$ cat src/rtl/mem_stage_pkg.sv
// Shared widths, control-bit indices and FSM encoding for the MEM stage.
package mem_stage_pkg;

  localparam int unsigned DATA_W_DEF  = 64;
  localparam int unsigned RD_W_DEF    = 5;
  localparam int unsigned TIMEOUT_DEF = 16;

  // M control bundle bit positions
  localparam int unsigned M_BRANCH   = 2;
  localparam int unsigned M_MEMREAD  = 1;
  localparam int unsigned M_MEMWRITE = 0;

  // WB control bundle bit positions
  localparam int unsigned WB_REGWRITE = 1;
  localparam int unsigned WB_MEMTOREG = 0;

  typedef enum logic {
    IDLE = 1'b0,
    BUSY = 1'b1
  } state_e;

endpackage

$ cat src/rtl/mem_wb_register.sv
// MEM/WB pipeline register: load-enabled payload plus a one-cycle valid pulse.
module mem_wb_register #(
  parameter int unsigned DATA_W = 64,
  parameter int unsigned RD_W   = 5
) (
  input  logic              clk_i,
  input  logic              rst_ni,
  input  logic              load_i,
  input  logic [DATA_W-1:0] alu_i,
  input  logic [DATA_W-1:0] rdata_i,
  input  logic [1:0]        wb_i,
  input  logic [RD_W-1:0]   rd_i,
  output logic              valid_o,
  output logic [DATA_W-1:0] alu_o,
  output logic [DATA_W-1:0] rdata_o,
  output logic [1:0]        wb_o,
  output logic [RD_W-1:0]   rd_o
);

  logic              valid_q;
  logic [DATA_W-1:0] alu_q;
  logic [DATA_W-1:0] rdata_q;
  logic [1:0]        wb_q;
  logic [RD_W-1:0]   rd_q;

  // Valid follows load every cycle; payload only changes when loaded
  always_ff @(posedge clk_i or negedge rst_ni) begin
    if (!rst_ni) begin
      valid_q <= 1'b0;
      alu_q   <= '0;
      rdata_q <= '0;
      wb_q    <= '0;
      rd_q    <= '0;
    end else begin
      valid_q <= load_i;
      if (load_i) begin
        alu_q   <= alu_i;
        rdata_q <= rdata_i;
        wb_q    <= wb_i;
        rd_q    <= rd_i;
      end
    end
  end

  assign valid_o = valid_q;
  assign alu_o   = alu_q;
  assign rdata_o = rdata_q;
  assign wb_o    = wb_q;
  assign rd_o    = rd_q;

endmodule

$ cat src/rtl/mem_stage_unit.sv
// MEM stage: branch resolve, data-memory req/ack handshake, MEM/WB hand-off.
// Optional ack timeout enabled by defining MEM_TIMEOUT_EN.
module mem_stage_unit
  import mem_stage_pkg::*;
#(
  parameter int unsigned DATA_W         = DATA_W_DEF,
  parameter int unsigned RD_W           = RD_W_DEF,
  parameter int unsigned TIMEOUT_CYCLES = TIMEOUT_DEF
) (
  input  logic              Clk,
  input  logic              Rst_n,
  input  logic              IValid,
  input  logic [DATA_W-1:0] IAlu,
  input  logic              IZero,
  input  logic [DATA_W-1:0] IAdder,
  input  logic [1:0]        IWB,
  input  logic [2:0]        IM,
  input  logic [DATA_W-1:0] IReadRegister2,
  input  logic [RD_W-1:0]   IInstruction,
  output logic              OStall,
  output logic              OPcSrc,
  output logic [DATA_W-1:0] OBranchTarget,
  output logic              OMemReq,
  output logic              OMemWe,
  output logic [DATA_W-1:0] OMemAddr,
  output logic [DATA_W-1:0] OMemWData,
  input  logic              IMemAck,
  input  logic [DATA_W-1:0] IMemRData,
  output logic              OWbValid,
  output logic [DATA_W-1:0] OAlu,
  output logic [DATA_W-1:0] OReadData,
  output logic [1:0]        OWB,
  output logic [RD_W-1:0]   OInstruction,
  output logic              OErr
);

  state_e            state_q, state_d;
  logic              stall_q, stall_d;
  logic              pcsrc_q, pcsrc_d;
  logic [DATA_W-1:0] tgt_q, tgt_d;
  logic              req_q, req_d;
  logic              we_q, we_d;
  logic [DATA_W-1:0] addr_q, addr_d;
  logic [DATA_W-1:0] wdata_q, wdata_d;
  logic              err_q, err_d;
  logic [DATA_W-1:0] cap_alu_q, cap_alu_d;
  logic [1:0]        cap_wb_q, cap_wb_d;
  logic [RD_W-1:0]   cap_rd_q, cap_rd_d;

  logic              wb_load_c;
  logic [DATA_W-1:0] wb_alu_c;
  logic [DATA_W-1:0] wb_rdata_c;
  logic [1:0]        wb_wb_c;
  logic [RD_W-1:0]   wb_rd_c;

`ifdef MEM_TIMEOUT_EN
  localparam int unsigned CNT_W = $clog2(TIMEOUT_CYCLES + 1);
  logic [CNT_W-1:0] cnt_q, cnt_d;

  // BUSY-cycle counter for the ack timeout
  always_ff @(posedge Clk or negedge Rst_n) begin
    if (!Rst_n) cnt_q <= '0;
    else        cnt_q <= cnt_d;
  end
`else
  logic unused_timeout;
  assign unused_timeout = |TIMEOUT_CYCLES;
`endif

  // State and registered-output flops
  always_ff @(posedge Clk or negedge Rst_n) begin
    if (!Rst_n) begin
      state_q   <= IDLE;
      stall_q   <= 1'b0;
      pcsrc_q   <= 1'b0;
      tgt_q     <= '0;
      req_q     <= 1'b0;
      we_q      <= 1'b0;
      addr_q    <= '0;
      wdata_q   <= '0;
      err_q     <= 1'b0;
      cap_alu_q <= '0;
      cap_wb_q  <= '0;
      cap_rd_q  <= '0;
    end else begin
      state_q   <= state_d;
      stall_q   <= stall_d;
      pcsrc_q   <= pcsrc_d;
      tgt_q     <= tgt_d;
      req_q     <= req_d;
      we_q      <= we_d;
      addr_q    <= addr_d;
      wdata_q   <= wdata_d;
      err_q     <= err_d;
      cap_alu_q <= cap_alu_d;
      cap_wb_q  <= cap_wb_d;
      cap_rd_q  <= cap_rd_d;
    end
  end

  // Next-state and output decode; pulses default low, held values default to hold
  always_comb begin
    state_d    = state_q;
    stall_d    = stall_q;
    pcsrc_d    = 1'b0;
    tgt_d      = tgt_q;
    req_d      = req_q;
    we_d       = we_q;
    addr_d     = addr_q;
    wdata_d    = wdata_q;
    err_d      = 1'b0;
    cap_alu_d  = cap_alu_q;
    cap_wb_d   = cap_wb_q;
    cap_rd_d   = cap_rd_q;
    wb_load_c  = 1'b0;
    wb_alu_c   = cap_alu_q;
    wb_rdata_c = '0;
    wb_wb_c    = cap_wb_q;
    wb_rd_c    = cap_rd_q;
`ifdef MEM_TIMEOUT_EN
    cnt_d      = cnt_q;
`endif

    case (state_q)
      IDLE: begin
        if (IValid) begin
          if (IM[M_BRANCH]) begin
            pcsrc_d = IZero;
            tgt_d   = IAdder;
          end
          case ({IM[M_MEMREAD], IM[M_MEMWRITE]})
            2'b00: begin
              wb_load_c = 1'b1;
              wb_alu_c  = IAlu;
              wb_wb_c   = IWB;
              wb_rd_c   = IInstruction;
            end
            2'b11: begin
              err_d     = 1'b1;
              wb_load_c = 1'b1;
              wb_alu_c  = IAlu;
              wb_wb_c   = 2'b00;
              wb_rd_c   = IInstruction;
            end
            default: begin
              req_d     = 1'b1;
              we_d      = IM[M_MEMWRITE];
              addr_d    = IAlu;
              wdata_d   = IReadRegister2;
              stall_d   = 1'b1;
              cap_alu_d = IAlu;
              cap_wb_d  = IWB;
              cap_rd_d  = IInstruction;
              state_d   = BUSY;
`ifdef MEM_TIMEOUT_EN
              cnt_d     = '0;
`endif
            end
          endcase
        end
      end

      BUSY: begin
        if (IMemAck) begin
          req_d     = 1'b0;
          stall_d   = 1'b0;
          state_d   = IDLE;
          wb_load_c = 1'b1;
          if (we_q) begin
            wb_wb_c[WB_REGWRITE] = 1'b0;
            wb_wb_c[WB_MEMTOREG] = cap_wb_q[WB_MEMTOREG];
          end else begin
            wb_rdata_c = IMemRData;
          end
        end
`ifdef MEM_TIMEOUT_EN
        else if (cnt_q == CNT_W'(TIMEOUT_CYCLES - 1)) begin
          req_d     = 1'b0;
          stall_d   = 1'b0;
          state_d   = IDLE;
          err_d     = 1'b1;
          wb_load_c = 1'b1;
          wb_wb_c   = 2'b00;
        end else begin
          cnt_d = cnt_q + CNT_W'(1);
        end
`endif
      end

      default: state_d = IDLE;
    endcase
  end

  mem_wb_register #(
    .DATA_W (DATA_W),
    .RD_W   (RD_W)
  ) u_mem_wb (
    .clk_i   (Clk),
    .rst_ni  (Rst_n),
    .load_i  (wb_load_c),
    .alu_i   (wb_alu_c),
    .rdata_i (wb_rdata_c),
    .wb_i    (wb_wb_c),
    .rd_i    (wb_rd_c),
    .valid_o (OWbValid),
    .alu_o   (OAlu),
    .rdata_o (OReadData),
    .wb_o    (OWB),
    .rd_o    (OInstruction)
  );

  assign OStall        = stall_q;
  assign OPcSrc        = pcsrc_q;
  assign OBranchTarget = tgt_q;
  assign OMemReq       = req_q;
  assign OMemWe        = we_q;
  assign OMemAddr      = addr_q;
  assign OMemWData     = wdata_q;
  assign OErr          = err_q;

endmodule

$ cat config.mk
export PLATFORM = sky130hd
export DESIGN_NAME = mem_stage_unit
export DESIGN_NICKNAME = d
export VERILOG_FILES = /design/src/rtl/mem_stage_pkg.sv /design/src/rtl/mem_wb_register.sv /design/src/rtl/mem_stage_unit.sv
export SDC_FILE = /design/constraint.sdc
export NUM_CORES = 1
export LEC_CHECK = 0
export CORE_AREA = 2 2 235 237
export DETAILED_ROUTE_END_ITERATION = 6
export DIE_AREA = 0 0 237 239
export PLACE_DENSITY = 0.57
export SLEW_MARGIN = 20
export SYNTH_ARGS = -nofsm -noshare
export SYNTH_HDL_FRONTEND = slang
export SYNTH_SLANG_ARGS = --single-unit
$ cat constraint.sdc
create_clock -name Clk -period 1.92 [get_ports Clk]
set_clock_uncertainty 0.05 [all_clocks]
set_input_delay 0.384 -clock Clk [delete_from_list [all_inputs] [get_ports Clk]]
set_output_delay 0.384 -clock Clk [all_outputs]
set_load 0.01 [all_outputs]
## Word level (Yosys, flattened, before mapping)

Cells that the tools add are included.

| word-level totals | value |
|---|---|
| input bits | 271 |
| logic and storage cells | 58 |
| output and inout bits | 333 |
| bits in registers | 340 |

| cells by class | value |
|---|---|
| mux-type cells | 32 |
| bitwise operators | 2 |
| eq/ne operators | 4 |
| reduce and logical (&&, ||, !) cells | 5 |

Operators by type and width:

| operator | number |
|---|---|
| $mux 64 | 6 |
| $mux 1 | 15 |
| $mux 5 | 3 |
| $reduce_and 3->1 | 3 |
| $pmux 2 s2 | 2 |
| $mux 2 | 3 |
| $ne 2x2->1 const B | 3 |
| $pmux 1 s2 | 3 |
| $eq 2x2->1 const B | 1 |
| $logic_not 2->1 | 1 |
| $not 1->1 | 2 |
| $reduce_or 2->1 | 1 |

## Longest topological paths before layout

| depth | value |
|---|---|
| word-level depth | 5 |
| mapped depth | 8 |
| mapped depth without buffers | 5 |

## Modules after synthesis

A second synthesis with hierarchy kept.

| second synthesis, totals | value |
|---|---|
| cells, all modules | 883 |
| area total of the unflattened synthesis | 14630.3 um2 |

Modules (own cells, without submodules):

| module | times used | cells an instance | sequential area each (um2) | area each (um2) |
|---|---|---|---|---|
| mem_stage_unit | 1 | 597 | 5104.9 | 9400.3 |
| mem_wb_register | 1 | 286 | 3403.3 | 5230.0 |

## Worst setup path before layout

No wires, ideal clock.

| path | value |
|---|---|
| path type | input-to-reg |
| start point | in IM[0] |
| end point | reg u_mem_wb.rdata_q[44], in the netlist u_mem_wb.rdata_o[44] |
| path buffers | 2 |
| stages | 7 |
| slack | 0.171 ns |
| required time | 1.749 ns |
| library setup time | 0.121 ns |
| data arrival time | 1.578 ns |
| path through | inv_1 ha_1 nor3b_4 nor2_1 buf_4 buf_6 a22o_1 |

| between the ends | value |
|---|---|
| longest elaborated chain between the ends | 5 |
| elaborated cells between the ends (all ways) | 6 |
| classes of those cells | eq/ne: 1; mux: 3; reduce/logical: 2 |

RTL lines:

| item | line | source |
|---|---|---|
| from (decl) | mem_stage_unit.sv:17 | `input logic [2:0] IM,` |
| $eq 2x2->1 or $logic_not 2->1 (tied branches) | mem_stage_unit.sv:131 | `case ({IM[M_MEMREAD], IM[M_MEMWRITE]})` |
| $reduce_or 2->1 (no source line) * | -- |  |
| $mux 1 * | mem_stage_unit.sv:131 |  |
| $mux 1 * | mem_stage_unit.sv:126 | `if (IValid) begin` |
| $pmux 1 s2 * | mem_stage_unit.sv:124 | `case (state_q)` |
| to (signal assigned) | mem_wb_register.sv:38 | `rdata_q <= rdata_i;` |
| to (decl) | mem_wb_register.sv:22 | `logic [DATA_W-1:0] rdata_q;` |

Mark *: on every way between the ends. The rest lies on a longest branch, timed or not.
A chain may end at the register's enable or synchronous reset.

## Worst setup path in the final report

| path | value |
|---|---|
| start point | in IM[0] |
| end point | reg u_mem_wb.rdata_q[30], in the netlist u_mem_wb.rdata_o[30] |

The elaborated chain is that of the path after synthesis.

==> run metrics <==
run status=complete, no violations; placed cells=about 2200; post-synth net total=1166; type of origin of the critical path=input port; Final Slew Violations=0; sequential power share=between 30% and 40%; Period Utilization, post-route=a little over nine tenths; max-cap violations=0; critical path arrival=about 2.2 ns; # fillers=slightly above 5000; nets@finish=1805; DPL Wire Length=around 32000 µm; Final Hold Viols=0; CORE AREA=~54000 µm²; final wirelength=~43000 µm; starting density of the core=about a quarter; switching pwr=7.649 mW; CTS tree=built; area added between synthesis and finish=63.39%; pwr/cell area=roughly 1200 nW/µm²; sw frac=29.52%; Die X=about 240 µm; floorplan row count=86; H-tree depth=2; Placed Area=20320 µm²; YS warnings=0; Port Buffers=603; DRC=0; largest net degree at the start of global routing=94; Pint=roughly 18 mW; proportion of layout cells with a drive suffix above 1=20.38%; Mean Syn Cell Area=about 15 µm²; first-pass GRT wire length=around 65000 µm; CP Data Required Time=around 2.3 ns; Worst Setup End Kind=flop; Gate power share=30.3%; initial drt markers=roughly 250; die area=roughly 57000 µm²; Avg WL per Cell=approximately 19 µm; Pleak=10.37 nW; commonest non-fill, non-tap cell in the layout=dfrtp_1; clk_lat worst skew=0.55 ns; Finished Core Util=between 30% and 40%; slowest CP cell=clkdlybuf4s50_1; vias per cell=4.307; initial antenna violation count=4; clock buffer count from CTS=42; DRT antenna net count=0; clk buf depth=3; CP cell instances=clkdlybuf4s50_1 > inv_1 > ha_1 > nor3b_4 > nor2_4 > buf_12 > a22o_1; Top delay family on crit path=buffers and inverters; Design Power=between 20 and 30 mW; # setup viols final=0; register area share after synthesis=between 60 and 70%; Yosys cell types=24; clock power share=a little under a third; Slew HR=62.73%; grt ovf=0; routability cong.=between 0.7 and 0.8; I/O Pins=604; HP Class=in2async; achievable clock frequency=533.7 MHz; number of setup buffers added after CTS=0; critical-path maximum fanout=between 60 and 70; Seq cells post-synth=340; drt first pass iters=4; Worst Setup Path Type=in2reg; clock tree root driver cell=clkbuf_16; Max rail drop VDD=around 740 µV; CP bufs+invs=3; Netlist Area Pre-Place=13180 µm²; total global-route track usage=~15%; most frequent cells in the layout=dfrtp_1 (340), clkdlybuf4s50_1 (334), dlygate4sd2_1 (220); Post-Layout Cell Count=between 2000 and 2500; DR vias=9755; vias in the first global route=10570; setup_tns=0 ns; crit path time final=roughly 1.9 ns; cells after synthesis=~890; CP max stage delay=0.51 ns; final cell area excluding filler cells=21530 µm²; clock-pin slew on the worst setup and hold paths=approximately 0.060 ns; clk sink count=340; Die Y=between 200 and 250 µm; Least-Margin Pin Slew=around 0.56 ns
cells in the mapped netlist:
master	count	area [µm²]
and2_1	2	12.51
buf_4	9	67.56
mux2_2	199	2241
nor2b_4	1	13.76
buf_6	15	168.9
inv_1	5	18.77
mux2i_1	68	680.7
nor2_2	1	6.260
nor2_1	1	3.750
ha_1	2	25.02
a21oi_1	1	5.000
o21ai_0	64	320.3
a221o_1	3	30.03
nand2_1	71	266.5
dfrtp_1	340	8508
nor3b_4	1	18.77
o21ai_1	4	20.02
buf_2	26	130.1
a211oi_1	1	7.510
and3_1	4	25.02
clkbuf_1	8	30.03
nand2_2	2	12.51
a22o_1	64	560.5
nor3_1	1	5.000
worst register-to-register path, delay by kind of cell, from the launching register on:
kind          cells  cell delay (ns)
buf+inv           2             0.43
flops             1             0.45
mux               1             0.47
simple gates      2             0.17
power by group through the flow:
stage	logic (mW)	registers, mW	clock network, mW
after floorplan	2.36	11.2	0
after global placement	8.96	10.4	0
after detailed placement	9.02	10.5	0
after CTS	8.08	10.3	8.08
after global routing	8.44	10.6	8.34
final	7.85	10.3	7.78
through the flow:
stage / worst slack (ns) / hold WS (ns)
after floorplan: 0.1708 / 0.03841
after global placement: -0.4993 / 0.3184
after detailed placement: -0.5160 / 0.3301
after CTS: 0.0004516 / 0.3089
after global routing: -0.001141 / 0.3551
final: 0.04618 / 0.3557
final cells by class:
| cell class | instances | area, µm² | share of cell area, % |
|---|---|---|---|
| antenna | 1 | 2.502 | 0.01162 |
| tap | 704 | 880.8 | 4.091 |
| inverter | 5 | 18.77 | 0.08717 |
| sequential | 340 | 8508 | 39.52 |
| multi-input combinational | 490 | 4279 | 19.87 |
| timing repair buffer | 653 | 6486 | 30.13 |
| clock buffer | 63 | 1251 | 5.811 |
| clock inverter | 9 | 103.9 | 0.4823 |
timing repair:
| item | in CTS | in global routing |
|---|---|---|
| setup endpoints to repair | 221 | 48 |
| gates resized for setup | 221 | 48 |
| hold buffers | 1 | 0 |
| hold endpoints to repair | 198 | 0 |
cell families (layout without fill, tap and decap cells):
kind of cell | after synthesis | in the layout | share of synthesized area [%]
simple gates | 84 | 84 | 2.763
buf+inv | 63 | 730 | 3.152
mux | 267 | 267 | 22.17
flops | 340 | 340 | 64.57
other cells | 0 | 1 | 0
fa+ha+maj | 2 | 2 | 0.1899
compound gates | 137 | 137 | 7.159
metal layers:
layer  global-route usage (%)  vias to the layer above  share of wire (%)
met3                    7.148                       77                 11
met1                    16.21                     4793                 38
met4                    5.217                        6                2.8
li1                         -                     4461                  -
met5                        0                        -              0.085
met2                    25.22                      418                 48
final timing paths:
path	start	endpoint	slack [ns]	depth (start not counted)
worst min register to register	OBranchTarget[62]	OBranchTarget[62]	0.44	1
worst max-delay path	IM[0]	u_mem_wb.rdata_o[30]	0.05	7
worst max register to register	state_q	OBranchTarget[49]	0.22	5
min in group Clk	IInstruction[2]	u_mem_wb.rd_o[2]	0.36	3
worst min-delay path	Rst_n	cap_alu_q[61]	0.36	3
max in group asynchronous	Rst_n	OBranchTarget[49]	0.90	4
sequential cells by signal, indices dropped and copies added, names as in the netlist, 2 cells and up:
| signal | flops |
|---|---|
| u_mem_wb.wb_o | 2 |
| u_mem_wb.alu_o | 64 |
| cap_alu_q | 64 |
| OBranchTarget | 64 |
| OMemWData | 64 |
| u_mem_wb.rdata_o | 64 |
| cap_rd_q | 5 |
| u_mem_wb.rd_o | 5 |
| cap_wb_q | 2 |
Note: power is estimated with default switching activity, not from simulation.
